**src/rtl/bk_pkg.sv**
```systemverilog
// Shared constants for the bk_timer block: register map, CSR bit positions,
// defaults and the byte-lane merge used for bus writes.
package bk_pkg;

  localparam logic [15:0] BASE_ADDR_DEFAULT = 16'o177706;
  localparam logic [15:0] VECTOR_DEFAULT    = 16'o000100;
  localparam int          PRESCALE_DEFAULT  = 128;
  localparam int          DIV16_FACTOR      = 16;

  // Register offsets from BASE_ADDR (byte addresses, word aligned)
  localparam logic [15:0] OFS_RELOAD = 16'd0;
  localparam logic [15:0] OFS_COUNT  = 16'd2;
  localparam logic [15:0] OFS_CSR    = 16'd4;

  // CSR bit positions
  localparam int CSR_RUN     = 0;
  localparam int CSR_ONESHOT = 1;
  localparam int CSR_IE      = 2;
  localparam int CSR_DIV     = 3;
  localparam int CSR_EXP     = 7;

  // Implemented CSR bits; everything else reads back as 0
  localparam logic [15:0] CSR_MASK = 16'h008F;

  typedef enum logic [1:0] {
    REG_NONE,
    REG_RELOAD,
    REG_COUNT,
    REG_CSR
  } reg_sel_e;

  // Apply a bus write to an existing register value. The initiator has
  // already replicated the byte onto both lanes, so a byte write just picks
  // the lane selected by the odd/even address bit.
  function automatic logic [15:0] bus_merge(input logic [15:0] old_val,
                                            input logic [15:0] wdata,
                                            input logic        byte_op,
                                            input logic        hi_byte);
    logic [15:0] res;
    res = wdata;
    if (byte_op) begin
      if (hi_byte) res = {wdata[15:8], old_val[7:0]};
      else         res = {old_val[15:8], wdata[7:0]};
    end
    return res;
  endfunction

endpackage

```
**src/rtl/bk_timer_prescaler.sv**
```systemverilog
// Count-tick prescaler: divides ce-edges by PRESCALE, or PRESCALE*16 when
// div16 is set. clr holds the counter at 0 (timer stopped or just started).
module bk_timer_prescaler
  import bk_pkg::*;
#(
  parameter int PRESCALE = PRESCALE_DEFAULT
) (
  input  logic clk,
  input  logic reset_n,
  input  logic ce,
  input  logic clr,
  input  logic div16,
  output logic tick
);

  localparam int MAX_PERIOD = PRESCALE * DIV16_FACTOR;
  localparam int CW         = $clog2(MAX_PERIOD);
  localparam logic [CW-1:0] TC_NORM = CW'(PRESCALE - 1);
  localparam logic [CW-1:0] TC_DIV  = CW'(MAX_PERIOD - 1);

  logic [CW-1:0] cnt_q, cnt_d;
  logic [CW-1:0] tc;
  logic          at_tc;

  // Terminal-count compare and next count; >= keeps a DIV change mid-period
  // from running the counter all the way around.
  always_comb begin
    tc    = div16 ? TC_DIV : TC_NORM;
    at_tc = (cnt_q >= tc);
    tick  = ce & ~clr & at_tc;
    cnt_d = cnt_q + CW'(1);
    if (clr || at_tc) cnt_d = '0;
  end

  // Prescaler count register, advances on ce-edges only
  always_ff @(posedge clk or negedge reset_n) begin
    if (!reset_n)  cnt_q <= '0;
    else if (ce)   cnt_q <= cnt_d;
  end

endmodule

```
**src/rtl/bk_timer.sv**
```systemverilog
// Bus-attached interval timer with RELOAD / COUNT / CSR registers and a
// vectored interrupt. Bus replies, register writes and timer state all
// advance on ce-edges of clk.
module bk_timer
  import bk_pkg::*;
#(
  parameter logic [15:0] BASE_ADDR = BASE_ADDR_DEFAULT,
  parameter int          PRESCALE  = PRESCALE_DEFAULT,
  parameter logic [15:0] VECTOR    = VECTOR_DEFAULT
) (
  input  logic        clk,
  input  logic        reset_n,
  input  logic        ce,
  input  logic [15:0] addr_i,
  input  logic [15:0] data_i,
  input  logic        sync_i,
  input  logic        din_i,
  input  logic        dout_i,
  input  logic        wtbt_i,
  input  logic        iako_i,
  output logic [15:0] data_o,
  output logic        sel_o,
  output logic        rply_o,
  output logic        virq_o
);

  localparam logic [15:0] A_RELOAD = BASE_ADDR + OFS_RELOAD;
  localparam logic [15:0] A_COUNT  = BASE_ADDR + OFS_COUNT;
  localparam logic [15:0] A_CSR    = BASE_ADDR + OFS_CSR;

  logic [15:0] reload_q, reload_d;
  logic [15:0] count_q,  count_d;
  logic [15:0] csr_q,    csr_d;
  logic        irq_q,    irq_d;
  logic        rply_q,   rply_d;
  logic        sync_q;

  reg_sel_e    reg_sel;
  logic        hit;
  logic        ack_req;
  logic        rply_set;
  logic        wr_en;
  logic        wr_csr;
  logic [15:0] rdata;
  logic [15:0] csr_w;
  logic        run_start;
  logic        presc_clr;
  logic        tick;
  logic        expire;

  // Address decode and bus handshake qualifiers
  always_comb begin
    reg_sel = REG_NONE;
    if (sync_i) begin
      if      (addr_i[15:1] == A_RELOAD[15:1]) reg_sel = REG_RELOAD;
      else if (addr_i[15:1] == A_COUNT[15:1])  reg_sel = REG_COUNT;
      else if (addr_i[15:1] == A_CSR[15:1])    reg_sel = REG_CSR;
    end
    hit      = (reg_sel != REG_NONE);
    ack_req  = iako_i & irq_q;
    // Reply only on the first ce-edge of a bus cycle (rising SYNC)
    rply_set = sync_i & ~sync_q & (hit | ack_req);
    wr_en    = rply_set & dout_i & hit;
    wr_csr   = wr_en & (reg_sel == REG_CSR);
  end

  // Read mux; the vector takes priority during an acknowledge
  always_comb begin
    rdata = '0;
    case (reg_sel)
      REG_RELOAD: rdata = reload_q;
      REG_COUNT:  rdata = count_q;
      REG_CSR:    rdata = csr_q;
      default:    rdata = '0;
    endcase
    sel_o  = (hit & din_i) | (ack_req & din_i);
    data_o = '0;
    if (ack_req && din_i)  data_o = VECTOR;
    else if (hit && din_i) data_o = rdata;
  end

  bk_timer_prescaler #(
    .PRESCALE (PRESCALE)
  ) u_prescaler (
    .clk     (clk),
    .reset_n (reset_n),
    .ce      (ce),
    .clr     (presc_clr),
    .div16   (csr_q[CSR_DIV]),
    .tick    (tick)
  );

  // Register writes, count/expiry sequencing and interrupt pending state
  always_comb begin
    reload_d = reload_q;
    if (wr_en && reg_sel == REG_RELOAD)
      reload_d = bus_merge(reload_q, data_i, wtbt_i, addr_i[0]);

    csr_w = csr_q;
    if (wr_csr)
      csr_w = bus_merge(csr_q, data_i, wtbt_i, addr_i[0]) & CSR_MASK;

    run_start = csr_w[CSR_RUN] & ~csr_q[CSR_RUN];
    // Stopped timers keep the prescaler parked at 0; a start restarts it
    presc_clr = ~csr_q[CSR_RUN] | run_start;
    expire    = tick & (count_q == 16'd0);

    count_d = count_q;
    if (run_start) begin
      count_d = reload_q;
    end else if (tick) begin
      if (expire) count_d = csr_w[CSR_ONESHOT] ? 16'd0 : reload_q;
      else        count_d = count_q - 16'd1;
    end

    // Expiry wins over a same-edge write of EXP=0
    csr_d = csr_w;
    if (expire) begin
      csr_d[CSR_EXP] = 1'b1;
      if (csr_w[CSR_ONESHOT]) csr_d[CSR_RUN] = 1'b0;
    end

    irq_d = irq_q;
    if ((rply_set && iako_i) || (wr_csr && !csr_w[CSR_IE])) irq_d = 1'b0;
    if (expire && csr_w[CSR_IE]) irq_d = 1'b1;

    rply_d = rply_q;
    if (!sync_i)       rply_d = 1'b0;
    else if (rply_set) rply_d = 1'b1;
  end

  // State registers, updated on ce-edges only
  always_ff @(posedge clk or negedge reset_n) begin
    if (!reset_n) begin
      reload_q <= '0;
      count_q  <= '0;
      csr_q    <= '0;
      irq_q    <= 1'b0;
      rply_q   <= 1'b0;
      sync_q   <= 1'b0;
    end else if (ce) begin
      reload_q <= reload_d;
      count_q  <= count_d;
      csr_q    <= csr_d;
      irq_q    <= irq_d;
      rply_q   <= rply_d;
      sync_q   <= sync_i;
    end
  end

  assign rply_o = rply_q;
  assign virq_o = irq_q;

endmodule

```
**config.mk**
```make
export PLATFORM = sky130hd
export DESIGN_NAME = bk_timer
export DESIGN_NICKNAME = d
export VERILOG_FILES = /design/src/rtl/bk_pkg.sv /design/src/rtl/bk_timer_prescaler.sv /design/src/rtl/bk_timer.sv
export SDC_FILE = /design/constraint.sdc
export NUM_CORES = 1
export LEC_CHECK = 0
export BUFFER_PORTS_ARGS = -buffer_cell sky130_fd_sc_hd__buf_2
export CORE_ASPECT_RATIO = 1.5
export CORE_MARGIN = 1.5
export CORE_UTILIZATION = 50
export DETAILED_ROUTE_END_ITERATION = 10
export HOLD_SLACK_MARGIN = 0.06
export PLACE_DENSITY = 0.73
export SYNTH_ARGS = -nofsm -noshare
export SYNTH_HDL_FRONTEND = slang
export SYNTH_SLANG_ARGS = --single-unit
```
**constraint.sdc**
```tcl
create_clock -name clk -period 9.3 [get_ports clk]
set_input_delay 2.79 -clock clk [delete_from_list [all_inputs] [get_ports clk]]
set_output_delay 2.79 -clock clk [all_outputs]
set_load 0.005 [all_outputs]
```
Word-level counts from Yosys, hierarchy flattened
Index checks and enable logic that the tools add are counted.

operators by class
  $add $sub $neg = 2
  magnitude comparators = 1
  equality and inequality tests = 10
  mux-type cells = 25
  bitwise gates (word level) = 18
  reductions and logical operators = 21

operator list
  kind                                                                     number
  16-bit two-way mux                                                       8
  16-bit case mux with 3 select lines                                      1
  15-bit equality test, second input constant                              3
  8-bit two-way mux                                                        3
  11-bit two-way mux                                                       2
  16-bit logical NOT                                                       1
  16-bit by 1-bit subtractor with 16-bit output, second input constant     1
  1-bit AND                                                                12
  3-bit AND reduction                                                      4
  11-bit by 1-bit adder with 11-bit output, second input constant          1
  11-bit greater-or-equal comparator                                       1
  2-bit two-way mux                                                        4
  2-bit nonzero test                                                       4
  1-bit two-way mux                                                        7
  1-bit logical AND                                                        6
  2-bit AND reduction                                                      3
  2-bit equality test, second input constant                               2
  2-bit inequality test, second input constant                             2
  3-bit by 2-bit inequality test with 1-bit output, second input constant  1
  1-bit NOT                                                                3
  1-bit OR                                                                 3
  2-bit by 1-bit equality test with 1-bit output, second input constant    1
  1-bit logical OR                                                         2
  2-bit by 1-bit inequality test with 1-bit output, second input constant  1
  1-bit logical NOT                                                        1

word-level totals
  flip-flop bits (word level) = 51
  input bits = 40
  word-level logic and storage cells = 87

Longest topological paths before layout
  depth in word-level cells = 21
  gate-level depth with buffers = 10

Hierarchy
Synthesis repeated with hierarchy kept, for this count alone.

unflattened totals
  cell total of the unflattened synthesis = 359
  area total of the unflattened synthesis = 3443.3 um2

modules (own cells, without submodules)
  module              instances  cells an instance  area an instance (um2)  seq. area each (um2)
  bk_timer            1          283                2680.1                  1001.0
  bk_timer_prescaler  1          76                 763.2                   275.3

Worst setup path before layout
No wires, ideal clock.

  kind = input port to output port
  from = input port addr_i[5]
  to = output port data_o[10]
  data arrival time = 4.491 ns
  slack = 2.019 ns
  cell stages on the path = 7
  path buffers = 2
  cell sequence = nand4b_1 > or3_1 > buf_6 > nor4b_4 > o211ai_1 > clkbuf_1 > nor2_1

on the way
  cells in the longest elaborated chain, start to end = 9
  elaborated cells between the ends (all ways) = 15
  classes of those cells = eq/ne: 6; mux: 7; reduce/logical: 2

ends and longest elaborated chain
  element                                                                          RTL line                        text
  start, declared                                                                  bk_timer.sv:14                  input logic [15:0] addr_i,
  15-bit equality test                                                             bk_timer.sv:57                  else if (addr_i[15:1] == A_CSR[15:1]) reg_sel = REG_CSR;
  2-bit two-way mux                                                                bk_timer.sv:57
  2-bit two-way mux                                                                bk_timer.sv:56                  else if (addr_i[15:1] == A_COUNT[15:1]) reg_sel = REG_COUNT;
  2-bit two-way mux *                                                              bk_timer.sv:55                  if (addr_i[15:1] == A_RELOAD[15:1]) reg_sel = REG_RELOAD;
  2-bit two-way mux *                                                              bk_timer.sv:54                  if (sync_i) begin
  2-bit equality test (tied with other cells)                                      bk_timer.sv:70                  case (reg_sel)
  16-bit case mux with 3 select lines / 1-bit logical AND (equally long branches)  bk_timer.sv:70, bk_timer.sv:79
  16-bit two-way mux *                                                             bk_timer.sv:79                  else if (hit && din_i) data_o = rdata;
  16-bit two-way mux *                                                             bk_timer.sv:78                  if (ack_req && din_i) data_o = VECTOR;
  end, declared                                                                    bk_timer.sv:21                  output logic [15:0] data_o,

Every way passes the cells marked *; elsewhere a longest branch is shown, timed or not.

Worst setup path in the final report
  from = input port addr_i[4]
  to = output port data_o[6]

The elaborated chain is that of the path after synthesis.

==> metrics.md <==
| Metric | Value |
|---|---|
| Status | `completed` |
| Antenna violation net count after detailed routing | `0` |
| Path class of the lowest-slack min-delay path | `flop to flop` |
| Area share of the largest cell type after synthesis | `between 30% and 40%` |
| Dominant combinational cell family by area after synthesis | `compound AO/OA/AOI/OAI gates` |
| Max-slew violation count | `0` |
| Top FF cell, synth | `sky130_fd_sc_hd__dfrtp_1` |
| Final weighted congestion of routability-driven global placement | `0.866` |
| Overall die area | `just over 7000 sq um` |
| Post-route total power | `between 0.6 and 0.7 mW` |
| Wire length per cell | `about 18 microns` |
| Pre-Repair DR Iteration Count | `5` |
| Final critical-path required period | `7690 ps` |
| Gate count of the mapped netlist | `between 300 and 400` |
| Power density of the placed cells | `174 nW/um^2` |
| Post-CTS Repair Setup Buffers | `0` |
| Total length of routed wires | `8.79 mm` |
| Cell count of the worst hold path | `1` |
| Number of buffers on the longest clock path | `2` |
| Class of the most critical setup path | `input pin to output port` |
| Post-synthesis sequential element count | `51` |
| Capture point of the critical path | `data_o[6]` |
| Worst clock skew on the final layout | `7.55 ps` |
| Area delta synth->final | `12.8%` |
| Unrepaired setup endpoints after global routing | `false` |
| Part of the power in the clock network | `24.0%` |
| Initial antenna violation count | `0` |
| Count of flip-flops with a built-in enable after synthesis | `0` |
| Critical Path Source Type | `input pin` |
| Global-route wire length before repair | `14.7 mm` |
| Metal1 wirelength | `3.46 mm` |
| Master cell of the clock root buffer | `sky130_fd_sc_hd__clkbuf_8` |
| Proportion of synthesized area in mux cells | `around 12%` |
| Number of gates resized after cts | `0` |
| Post-synthesis async set-or-reset flop share | `100%` |
| Initial drt markers | `153` |
| Worst Slack Setup Final | `1610 ps` |
| Start point of the critical path | `addr_i[4]` |
| Ant. Diodes | `0` |
| Number of global-route vias before repair | `3103` |
| Total Neg Setup Slack | `0 ps` |
| Commonest cells in the netlist | `sky130_fd_sc_hd__dfrtp_1, sky130_fd_sc_hd__nor2_1, sky130_fd_sc_hd__o21ai_0` |
| Pre-CTS worst setup slack | `1630 ps` |
| DR vias/cell | `6.30` |
| Synthesized area divided by synthesized cell count | `9.21 sq um` |
| Sequential share of power | `48.5%` |
| Simple-gate portion of the synthesized area | `20.5%` |
| Row count | `36` |
| Largest fanout on the critical path | `11` |
| Reg2reg end | `count_q[5]` |
| Share of post-route cells with drive strength above 1 | `25.3%` |
| Most repeated cell in the gate-level netlist after synthesis | `sky130_fd_sc_hd__dfrtp_1` |
| Worst slew pin tran | `944 ps` |
| GR Util All Layers | `25.7%` |
| Proportion of total power due to net switching | `35.9%` |
| Synthesis warning total | `0` |
| Area leader, netlist | `sky130_fd_sc_hd__dfrtp_1` |
| # IOs | `around 60` |
| Register-to-register path setup slack | `5940 ps` |
| Post-route DRC violation count | `0` |
| Smallest hold slack | `between 500 and 600 ps` |
| Routed vias | `3094` |
| TritonCTS clock tree | `yes` |
| Unique cell type count in the Yosys netlist | `56` |
| Cts hold-fix bufs | `0` |
| Detailed-routed wire length on met3 | `approximately 460 microns` |
| Post-Synth Adder-Cell Area | `2.26%` |
| Number of buffers inserted by port buffering | `58` |
| Source of the worst register-to-register timing path | `csr_q[3]` |
| Worst path arrival time | `4900 ps` |
| Count of final setup violators | `0` |
| Biggest area contributors in the synthesized netlist | `sky130_fd_sc_hd__dfrtp_1, sky130_fd_sc_hd__mux2_2, sky130_fd_sc_hd__o21ai_0` |
| Share of the cycle needed by the critical path after routing | `82.7%` |
| Final hold violation count | `0` |
| Overall die width | `69.6 microns` |
| Net Count, Synth | `407` |
| Height of the die | `just over 100 microns` |
| # placed instances | `a little under 500` |
| Clock latency on the worst-skew pair | `320 ps` |
| Required time of the critical path | `about 6500 ps` |
| Post-synth design cell area | `3320 sq um` |
| Count of H-tree levels built during CTS | `2` |
| Half-perimeter wire length after placement | `6.27 mm` |
| Clock transition at the registers of the reported paths | `100 ps` |
| Comb pwr share | `27.5%` |
| Nature of the critical path endpoint | `output port` |
| Highest Clock Rate | `130 MHz` |
| Reported max-cap violation count | `0` |
| Max IR drop VDD | `0.0987 mV` |
| Number of nets at the end of the flow | `approximately 460` |
| Number of cells on the worst reg-to-reg path | `8` |
| Top Layer Used | `met4` |
| Routed length on met2 | `roughly 4.6 mm` |
| Share of the synthesized area in compound gates (AO/OA/AOI/OAI) | `between 20% and 30%` |
| Placeable core region | `6440 sq um` |
| # clock sinks | `51` |
| Largest net degree at the start of global routing | `52` |
| Starting utilization of the core area | `51.6%` |
| Final cell count without fillers | `491` |
| Power Internal | `0.418 mW` |
| Static Leak | `~1.6 nW` |
| Global-route congestion overflow total | `0` |
| Sequential cell area fraction in the yosys report | `38.4%` |
| Post-synthesis share of cell area spent on xor and xnor gates | `around 1.1%` |
| Clock buffer count from CTS | `5` |
| Switching pwr | `0.234 mW` |
| Relative slew slack | `36.6%` |
-- metrics by stage --
step           utilization, %  cell area (sq um)
2_1_floorplan               -               3320
3_3_place_gp             56.6               3640
3_5_place_dp             56.6               3640
4_1_cts                  58.2               3750
5_1_grt                  58.2               3750
6_report                 58.2               3750
-- worst min path at each step --
stage | from | endpoint | slack [ps]
2_1_floorplan | csr_q[7] | csr_q[7] | 450
3_3_place_gp | csr_q[7] | csr_q[7] | 480
3_5_place_dp | u_prescaler.cnt_q[8] | u_prescaler.cnt_q[8] | 510
4_1_cts | u_prescaler.cnt_q[8] | u_prescaler.cnt_q[8] | 520
5_1_grt | csr_q[7] | csr_q[7] | 540
6_report | u_prescaler.cnt_q[8] | u_prescaler.cnt_q[8] | 520
-- cell type report --
type | count | area (sq um)
Fill cell | 619 | 2690
Multi-Input combinational cell | 280 | 1900
Sequential cell | 51 | 1280
Timing Repair Buffer | 62 | 320
Tap cell | 76 | 95.1
Clock buffer | 5 | 68.8
Inverter | 15 | 56.3
Clock inverter | 2 | 37.5
-- logic make-up after synthesis --
kind of cell | Yosys count
DFF | 51
AOI/OAI and AO/OA | 108
muxes | 37
buffers and inverters | 30
adders and majority gates | 6
and+or+nand+nor | 125
xor gates and xnor gates | 4
-- sequential cells by signal, indices dropped and copies added, names as in the netlist --
register	count
count_q	16
csr_q	5
reload_q	16
rply_o	1
sync_q	1
u_prescaler.cnt_q	11
virq_o	1
-- critical path, cell delays in order --
cell and delay [ps]:
sky130_fd_sc_hd__buf_2 110, sky130_fd_sc_hd__and4b_1 270, sky130_fd_sc_hd__nand2_1 130, sky130_fd_sc_hd__nor4_1 200, sky130_fd_sc_hd__buf_4 210, sky130_fd_sc_hd__nor2b_1 750, sky130_fd_sc_hd__nand2_1 110, sky130_fd_sc_hd__a31oi_1 200
sky130_fd_sc_hd__buf_2 140
-- power groups by stage --
stage / Clock, mW / Sequential (mW) / Combinational (mW)
final: 0.157 / 0.316 / 0.179
after global routing: 0.169 / 0.324 / 0.204
after CTS: 0.162 / 0.314 / 0.178
after detailed placement: 0 / 0.318 / 0.176
after global placement: 0 / 0.316 / 0.172
after floorplan: 0 / 0.301 / 0.140
-- routing by layer --
layer	up-vias	track usage, %
li1	1455	-
met1	1499	29.3
met2	115	46.3
met3	25	4.89
met4	0	12.8
met5	-	0
-- layout by cell type (no fill, tap or decap), types with 3 or more instances in the layout --
cell type / synthesis / layout
sky130_fd_sc_hd__ha_1: 6 / 6
sky130_fd_sc_hd__dfrtp_1: 51 / 51
sky130_fd_sc_hd__or3_1: 4 / 4
sky130_fd_sc_hd__nor2b_1: 6 / 6
sky130_fd_sc_hd__o21ai_1: 5 / 5
sky130_fd_sc_hd__mux2_2: 24 / 24
sky130_fd_sc_hd__nor2_1: 39 / 39
sky130_fd_sc_hd__nand4_1: 5 / 5
sky130_fd_sc_hd__nor3_1: 12 / 12
sky130_fd_sc_hd__o21ai_0: 33 / 33
sky130_fd_sc_hd__a21oi_1: 14 / 14
sky130_fd_sc_hd__o22ai_1: 3 / 3
sky130_fd_sc_hd__nand3_1: 7 / 7
sky130_fd_sc_hd__mux2i_1: 13 / 13
sky130_fd_sc_hd__o211ai_1: 3 / 3
sky130_fd_sc_hd__buf_2: 3 / 58
sky130_fd_sc_hd__a21o_1: 3 / 3
sky130_fd_sc_hd__inv_1: 15 / 15
sky130_fd_sc_hd__nor4_1: 3 / 3
sky130_fd_sc_hd__nand2b_1: 4 / 4
sky130_fd_sc_hd__xnor2_1: 3 / 3
sky130_fd_sc_hd__nand2_1: 24 / 24
sky130_fd_sc_hd__a31oi_1: 11 / 11
sky130_fd_sc_hd__clkbuf_8: 0 / 5
sky130_fd_sc_hd__buf_4: 1 / 4
sky130_fd_sc_hd__a22oi_1: 15 / 15
sky130_fd_sc_hd__o2bb2ai_1: 6 / 6
sky130_fd_sc_hd__nand4b_1: 3 / 3
Power figures use the tool's default switching activity.
